File: src/rtl/shift_piso_tx.sv
// -----------------------------------------------------------------------------
// shift_piso_tx
//   Parallel-in / serial-out transmitter. A WIDTH-bit word is captured on the
//   edge that accepts start and shifted out MSB first on sdo. Each bit is held
//   for BIT_CYCLES clocks. A one-cycle done pulse follows the last bit, and the
//   block then returns to idle.
//
// Parameters
//   WIDTH       data bits per frame (2..32)
//   BIT_CYCLES  clocks each bit is held on sdo (1..256)
//
// Ports
//   clk      in   single clock, rising edge
//   rst      in   asynchronous, active-high reset
//   data_in  in   parallel word, sampled only on the accepting edge
//   start    in   transfer request, honoured only in IDLE
//   ready    out  high in IDLE (a start will be accepted)
//   sdo      out  serial data, MSB first, 0 outside a frame
//   frame    out  high while a data bit is on sdo
//   done     out  one-cycle pulse after the last bit
// -----------------------------------------------------------------------------
module shift_piso_tx #(
  parameter int WIDTH      = 8,
  parameter int BIT_CYCLES = 4
) (
  input  logic             clk,
  input  logic             rst,
  input  logic [WIDTH-1:0] data_in,
  input  logic             start,
  output logic             ready,
  output logic             sdo,
  output logic             frame,
  output logic             done
);

  // +1 keeps both counters at least one bit wide and able to hold the
  // largest value they ever reach without wrapping.
  localparam int CW = $clog2(BIT_CYCLES + 1);
  localparam int BW = $clog2(WIDTH + 1);

  localparam logic [CW-1:0] CYC_LAST = CW'(BIT_CYCLES - 1);
  localparam logic [BW-1:0] BIT_LAST = BW'(WIDTH - 1);

  typedef enum logic [1:0] {
    IDLE  = 2'd0,
    SHIFT = 2'd1,
    DONE  = 2'd2
  } state_e;

  state_e           state_q, state_d;
  logic [WIDTH-1:0] shreg_q, shreg_d;
  logic [CW-1:0]    cyc_cnt_q, cyc_cnt_d;
  logic [BW-1:0]    bit_cnt_q, bit_cnt_d;
  logic             ready_q, ready_d;
  logic             sdo_q, sdo_d;
  logic             frame_q, frame_d;
  logic             done_q, done_d;

  // ---------------------------------------------------------------------------
  // State and datapath registers
  // ---------------------------------------------------------------------------
  always_ff @(posedge clk or posedge rst) begin
    if (rst) begin
      state_q   <= IDLE;
      shreg_q   <= '0;
      cyc_cnt_q <= '0;
      bit_cnt_q <= '0;
      ready_q   <= 1'b1;
      sdo_q     <= 1'b0;
      frame_q   <= 1'b0;
      done_q    <= 1'b0;
    end else begin
      state_q   <= state_d;
      shreg_q   <= shreg_d;
      cyc_cnt_q <= cyc_cnt_d;
      bit_cnt_q <= bit_cnt_d;
      ready_q   <= ready_d;
      sdo_q     <= sdo_d;
      frame_q   <= frame_d;
      done_q    <= done_d;
    end
  end

  // ---------------------------------------------------------------------------
  // Next-state and datapath
  // ---------------------------------------------------------------------------
  always_comb begin
    state_d   = state_q;
    shreg_d   = shreg_q;
    cyc_cnt_d = cyc_cnt_q;
    bit_cnt_d = bit_cnt_q;

    unique case (state_q)
      IDLE: begin
        if (start) begin
          state_d   = SHIFT;
          shreg_d   = data_in;
          cyc_cnt_d = '0;
          bit_cnt_d = '0;
        end
      end

      SHIFT: begin
        if (cyc_cnt_q == CYC_LAST) begin
          cyc_cnt_d = '0;
          shreg_d   = {shreg_q[WIDTH-2:0], 1'b0};
          if (bit_cnt_q == BIT_LAST) begin
            state_d   = DONE;
            bit_cnt_d = '0;
          end else begin
            bit_cnt_d = bit_cnt_q + BW'(1);
          end
        end else begin
          cyc_cnt_d = cyc_cnt_q + CW'(1);
        end
      end

      DONE: begin
        state_d = IDLE;
      end

      default: begin
        state_d = IDLE;
      end
    endcase
  end

  // ---------------------------------------------------------------------------
  // Outputs are decoded from the next state and registered, so every output
  // is a flop with no combinational path from data_in or start. sdo picks the
  // MSB of the next shift-register value, which on the accepting edge is the
  // captured word's MSB -- giving the first bit one cycle after acceptance.
  // ---------------------------------------------------------------------------
  always_comb begin
    ready_d = 1'b0;
    frame_d = 1'b0;
    done_d  = 1'b0;
    sdo_d   = 1'b0;
    unique case (state_d)
      IDLE:    ready_d = 1'b1;
      SHIFT: begin
        frame_d = 1'b1;
        sdo_d   = shreg_d[WIDTH-1];
      end
      DONE:    done_d  = 1'b1;
      default: ready_d = 1'b0;
    endcase
  end

  assign ready = ready_q;
  assign sdo   = sdo_q;
  assign frame = frame_q;
  assign done  = done_q;

endmodule

File: config.mk
export PLATFORM = sky130hd
export DESIGN_NAME = shift_piso_tx
export DESIGN_NICKNAME = d
export VERILOG_FILES = /design/src/rtl/shift_piso_tx.sv
export SDC_FILE = /design/constraint.sdc
export NUM_CORES = 1
export LEC_CHECK = 0
export ABC_CLOCK_PERIOD_IN_PS = 1750
export BUFFER_PORTS_ARGS = -buffer_cell sky130_fd_sc_hd__buf_2
export CAP_MARGIN = 20
export CORE_UTILIZATION = 50
export CTS_BUF_LIST = sky130_fd_sc_hd__clkbuf_2 sky130_fd_sc_hd__clkbuf_4 sky130_fd_sc_hd__clkbuf_8
export CTS_CLUSTER_SIZE = 8
export DETAILED_ROUTE_END_ITERATION = 7
export GPL_TIMING_DRIVEN = 0
export PLACE_DENSITY = 0.72
export SLEW_MARGIN = 20
export SYNTH_ARGS = -nofsm -noshare
export SYNTH_HDL_FRONTEND = slang
export SYNTH_SLANG_ARGS = --single-unit
export TNS_END_PERCENT = 50
File: constraint.sdc
create_clock -name clk -period 1.75 [get_ports clk]
set_input_delay 0 -clock clk [delete_from_list [all_inputs] [get_ports clk]]
set_output_delay 0 -clock clk [all_outputs]
set_load 0.01 [all_outputs]
* After elaboration in Yosys (flattened, before gate mapping)
Index checks and enable logic that the tools add are counted.
** Cells by class
- Equal/unequal tests :: 7
- $add $sub $neg :: 2
- Reduce and logical (&&, ||, !) cells :: 5
- Multiplexer cells :: 18
** Operators by type and width (count)
- two-way mux 8 bit :: 2
- case mux 8 bit (2 select lines) :: 1
- two-way mux 4 bit :: 3
- case mux 4 bit (2 select lines) :: 1
- two-way mux 2 bit :: 3
- two-way mux 3 bit :: 2
- case mux 3 bit (2 select lines) :: 1
- adder 4 x 1 -> 4 bit (second input constant) :: 1
- == test 2 x 1 -> 1 bit (second input constant) :: 2
- == test 4 x 3 -> 1 bit (second input constant) :: 1
- zero test 2 bit :: 2
- two-way mux 1 bit :: 4
- != test 2 bit (second input constant) :: 2
- case mux 2 bit (2 select lines) :: 1
- adder 3 x 1 -> 3 bit (second input constant) :: 1
- == test 3 x 2 -> 1 bit (second input constant) :: 1
- AND reduction 3 bit :: 1
- == test 2 bit (second input constant) :: 1
- AND reduction 2 bit :: 1
- nonzero test 2 bit :: 1
** Word-level totals
- Output and inout bits :: 4
- Bits of input ports :: 11
- Logic and storage cells :: 41
- Bits in registers :: 21

* Logic depth before layout (Yosys ltp)
- Word-level depth :: 6
- Depth in mapped cells :: 5

* Worst setup path before layout
OpenSTA, ideal clock, no wires.
- Path type :: register to register
- Start point :: register cyc_cnt_q[0]
- End point :: register shreg_q[1]
- Cell stages (with the launch flop) :: 6
- Arrival :: 1.327 ns
- Setup slack :: 0.305 ns
- Cell sequence :: dfrtp_1 > ha_1 > and4bb_4 > buf_6 > a22o_1 > a21o_1
** On the way
- Cells in the longest elaborated chain, start to end :: 3
** Ends and longest elaborated chain
- start: declaration :: RTL line 52 : logic [CW-1:0] cyc_cnt_q, cyc_cnt_d;
- start signal: assignment :: RTL line 75 : cyc_cnt_q <= cyc_cnt_d;
- == test 3 x 2 -> 1 bit :: RTL line 104 : if (cyc_cnt_q == CYC_LAST) begin
- != test 2 bit (no line)
- AND reduction 3 bit (no line)
- end signal: assignment :: RTL line 74 : shreg_q <= shreg_d;
- end: declaration :: RTL line 51 : logic [WIDTH-1:0] shreg_q, shreg_d;
No other way between the ends.
A chain may end at the register's enable or synchronous reset.

* Worst setup path after layout
- Start point :: register cyc_cnt_q[0]
- End point :: register shreg_q[5]
The elaborated chain is that of the path after synthesis.

==> flow_summary_export.csv <==
group,metric,value,unit
worst_setup_path,path_max_fanout,10,
route,drt_iter0_drc,10,
floorplan,dieWidth,45.9,um
floorplan,chipHeight,45.9,um
finish,antenna_cells,0,
worst_setup_path,crit_type,"reg2reg",
min_path,hold_end,"sdo",
clocking,cts_setup_buffers,0,
worst_setup_path,r2r-start,"cyc_cnt_q[0]",
finish,nFillCells,160,
power,power_density,1270,nW/um2
finish,drive_above_1_share,28.6,%
finish,syn2layout_area_growth,22.7,%
place,port_buffers,14,
route,drcViolationCount,0,
clocking,h-tree-depth,1,
run_status,status,"complete, no violations",
min_path,whs_path_depth,3,
clocking,cts_sinks,21,
synth,synth_nets,91,
global_routing,grt_pass1_wl,2.83,mm
finish,nets,119,
route,drt_wl_total,1.73,mm
sta,rsz0062_at_grt,"false",
sta,period_share,88.6,%
synth,synthFlopType,"dfrtp_1",
sta,drv_slew,0,
floorplan,start_util,54.7,%
synth,postSynthCellCount,78,
sta,fmax,645,MHz
synth,syn_area,965,um2
power,leakagePower,0.601,nW
sta,setup_violations,0,
clocking,cts_buffers,3,
place,post-place-ws,0.213,ns
clocking,cts_resized,0,
synth,syn_avg_cell_area,12.4,um2
sta,finalCriticalPeriod,1.55,ns
clocking,path_clk_slew,0.11,ns
synth,synthTopCellsByArea,"dfrtp_1 52%, a22o_1 6.4%, a21o_1 4.7%",
power,worst_ir_drop_vdd,0.000734,V
synth,synth_top_area_share,51.9,%
sta,hold_slack,0.0662,ns
worst_setup_path,critical_path_required,1.95,ns
min_path,min_path_type,"in2reg",
global_routing,grt_max_degree,22,
global_routing,grt-ovfl-total,0,
clocking,cts_hold_buf,9,
clocking,cts-root-buf,"clkbuf_4",
finish,fin_area,1180,um2
place,place.gp.congestion,0.729,
clocking,clock_latency,0.30,ns
sta,max_slew_margin,47.7,%
floorplan,core.rowCount,15,
synth,yosys_warnings,0,
worst_setup_path,r2r_cells,5,
route,via_per_inst,5.26,
synth,ys_seq_area_share,54.6,%
route,wire_per_inst,13.3,um
floorplan,io_pins,15,
floorplan,core,1760,um2
place,hpwlAfterDp,1.12,mm
clocking,clockBufferDepth,2,
sta,setup_ws,0.199,ns
synth,async_flop_share,100,%
worst_setup_path,endpoint_kind,"flip-flop",
worst_setup_path,start_kind,"flip-flop",
synth,synth_edf_count,0,
sta,fin_setup_tns,0,ns
synth,ys_types,34,
clocking,cts_tree,"done",
sta,clock_skew,0.00204,ns
sta,hold_violations,0,
sta,worst_pin_slew,0.783,ns
route,routed-via-count,684,
worst_setup_path,critPathArrivalTime,1.75,ns
place,place_area,1070,um2
worst_setup_path,r2r-end,"shreg_q[5]",
route,detail-route-antenna-nets,0,
synth,yosysTopAreaCell,"dfrtp_1",
global_routing,grt_pass1_vias,688,
global_routing,grt_use_total,19.0,%
floorplan,die-area,2110,um2
worst_setup_path,reg2reg_slack,0.20,ns
global_routing,antenna_found_initial,0,
min_path,hold_path.startpoint,"data_in[7]",
run,max-cap-violations,0,
synth,ys_seq_elements,21,
route,dr.pass1.iters,4,
==> worst max-delay path, stage by stage (launching register included) <==
cell	delay, ns
dfrtp_1	0.41
ha_1	0.29
and4bb_4	0.25
buf_6	0.14
a22o_1	0.22
a21o_1	0.15
==> cell type report <==
type                            instances  area [um2]  share of cell area (%)
Buffer                                  2        16.3                    1.37
Clock buffer                            3        22.5                    1.90
Clock inverter                          1        5.00                   0.423
Inverter                                3        11.3                   0.951
Multi-Input combinational cell         52         410                    34.7
Sequential cell                        21         527                    44.5
Tap cell                               25        31.3                    2.64
Timing Repair Buffer                   23         160                    13.5
==> layout by cell type (no fill, tap or decap), types with 2 or more instances in the layout <==
| cell | count |
|---|---|
| a21o_1 | 6 |
| a22o_1 | 7 |
| a32o_1 | 2 |
| a41oi_1 | 2 |
| buf_2 | 15 |
| clkbuf_4 | 3 |
| dfrtp_1 | 20 |
| dlygate4sd3_1 | 9 |
| ha_1 | 2 |
| inv_1 | 3 |
| nand2_1 | 4 |
| nand2b_1 | 2 |
| nor2_1 | 4 |
| o21ai_0 | 3 |
==> stage by stage <==
step	total power, mW	cells	utilization (%)
5_1_grt	1.62	130	67.1
6_report	1.50	130	67.1
3_3_place_gp	1.26	117	60.4
3_5_place_dp	1.28	117	60.4
2_1_floorplan	1.15	78	-
4_1_cts	1.52	130	67.1
==> logic make-up after synthesis <==
| family | Yosys count | share of synthesized area [%] |
|---|---|---|
| buffers and inverters | 5 | 2.85 |
| AND/OR/NAND/NOR | 20 | 14.7 |
| flip-flops | 21 | 54.6 |
| multiplexers | 1 | 1.04 |
| adder cells (fa/ha/maj) | 2 | 2.59 |
| AO/OA/AOI/OAI | 29 | 24.3 |
==> layer usage <==
layer	wire length [um]	global-route usage [%]	up-vias
li1	-	-	348
met1	805	22.5	322
met2	865	32.7	10
met3	32	3.57	4
met4	27	8.82	0
met5	0	0	-
==> synthesized netlist by cell type, types with 2 or more instances <==
| cell type | instances |
|---|---|
| a21o_1 | 6 |
| a22o_1 | 7 |
| a32o_1 | 2 |
| a41oi_1 | 2 |
| dfrtp_1 | 20 |
| ha_1 | 2 |
| inv_1 | 3 |
| nand2_1 | 4 |
| nand2b_1 | 2 |
| nor2_1 | 4 |
| o21ai_0 | 3 |
==> worst max-delay path by stage <==
stage	from	endpoint	slack, ns
2_1_floorplan	cyc_cnt_q[0]	shreg_q[1]	0.30
3_3_place_gp	cyc_cnt_q[0]	shreg_q[5]	0.22
3_5_place_dp	cyc_cnt_q[0]	shreg_q[5]	0.21
4_1_cts	cyc_cnt_q[0]	shreg_q[5]	0.19
5_1_grt	state_q[0]	bit_cnt_q[0]	0.12
6_report	cyc_cnt_q[0]	shreg_q[5]	0.20
==> state kept, by name, summed over array words and instances, names as in the netlist <==
| register | cells |
|---|---|
| frame | 1 |
| ready | 1 |
| sdo | 1 |
| shreg_q | 8 |
| state_q | 2 |
| done | 1 |
| cyc_cnt_q | 3 |
| bit_cnt_q | 4 |
==> report_power, final <==
part           total [mW]  internal (mW)  switching, mW
sequential          0.724          0.635         0.0890
combinational       0.550          0.282          0.268
clock               0.230         0.0851          0.145
total                1.50           1.00          0.502
Note: power is estimated with default switching activity, not from simulation.
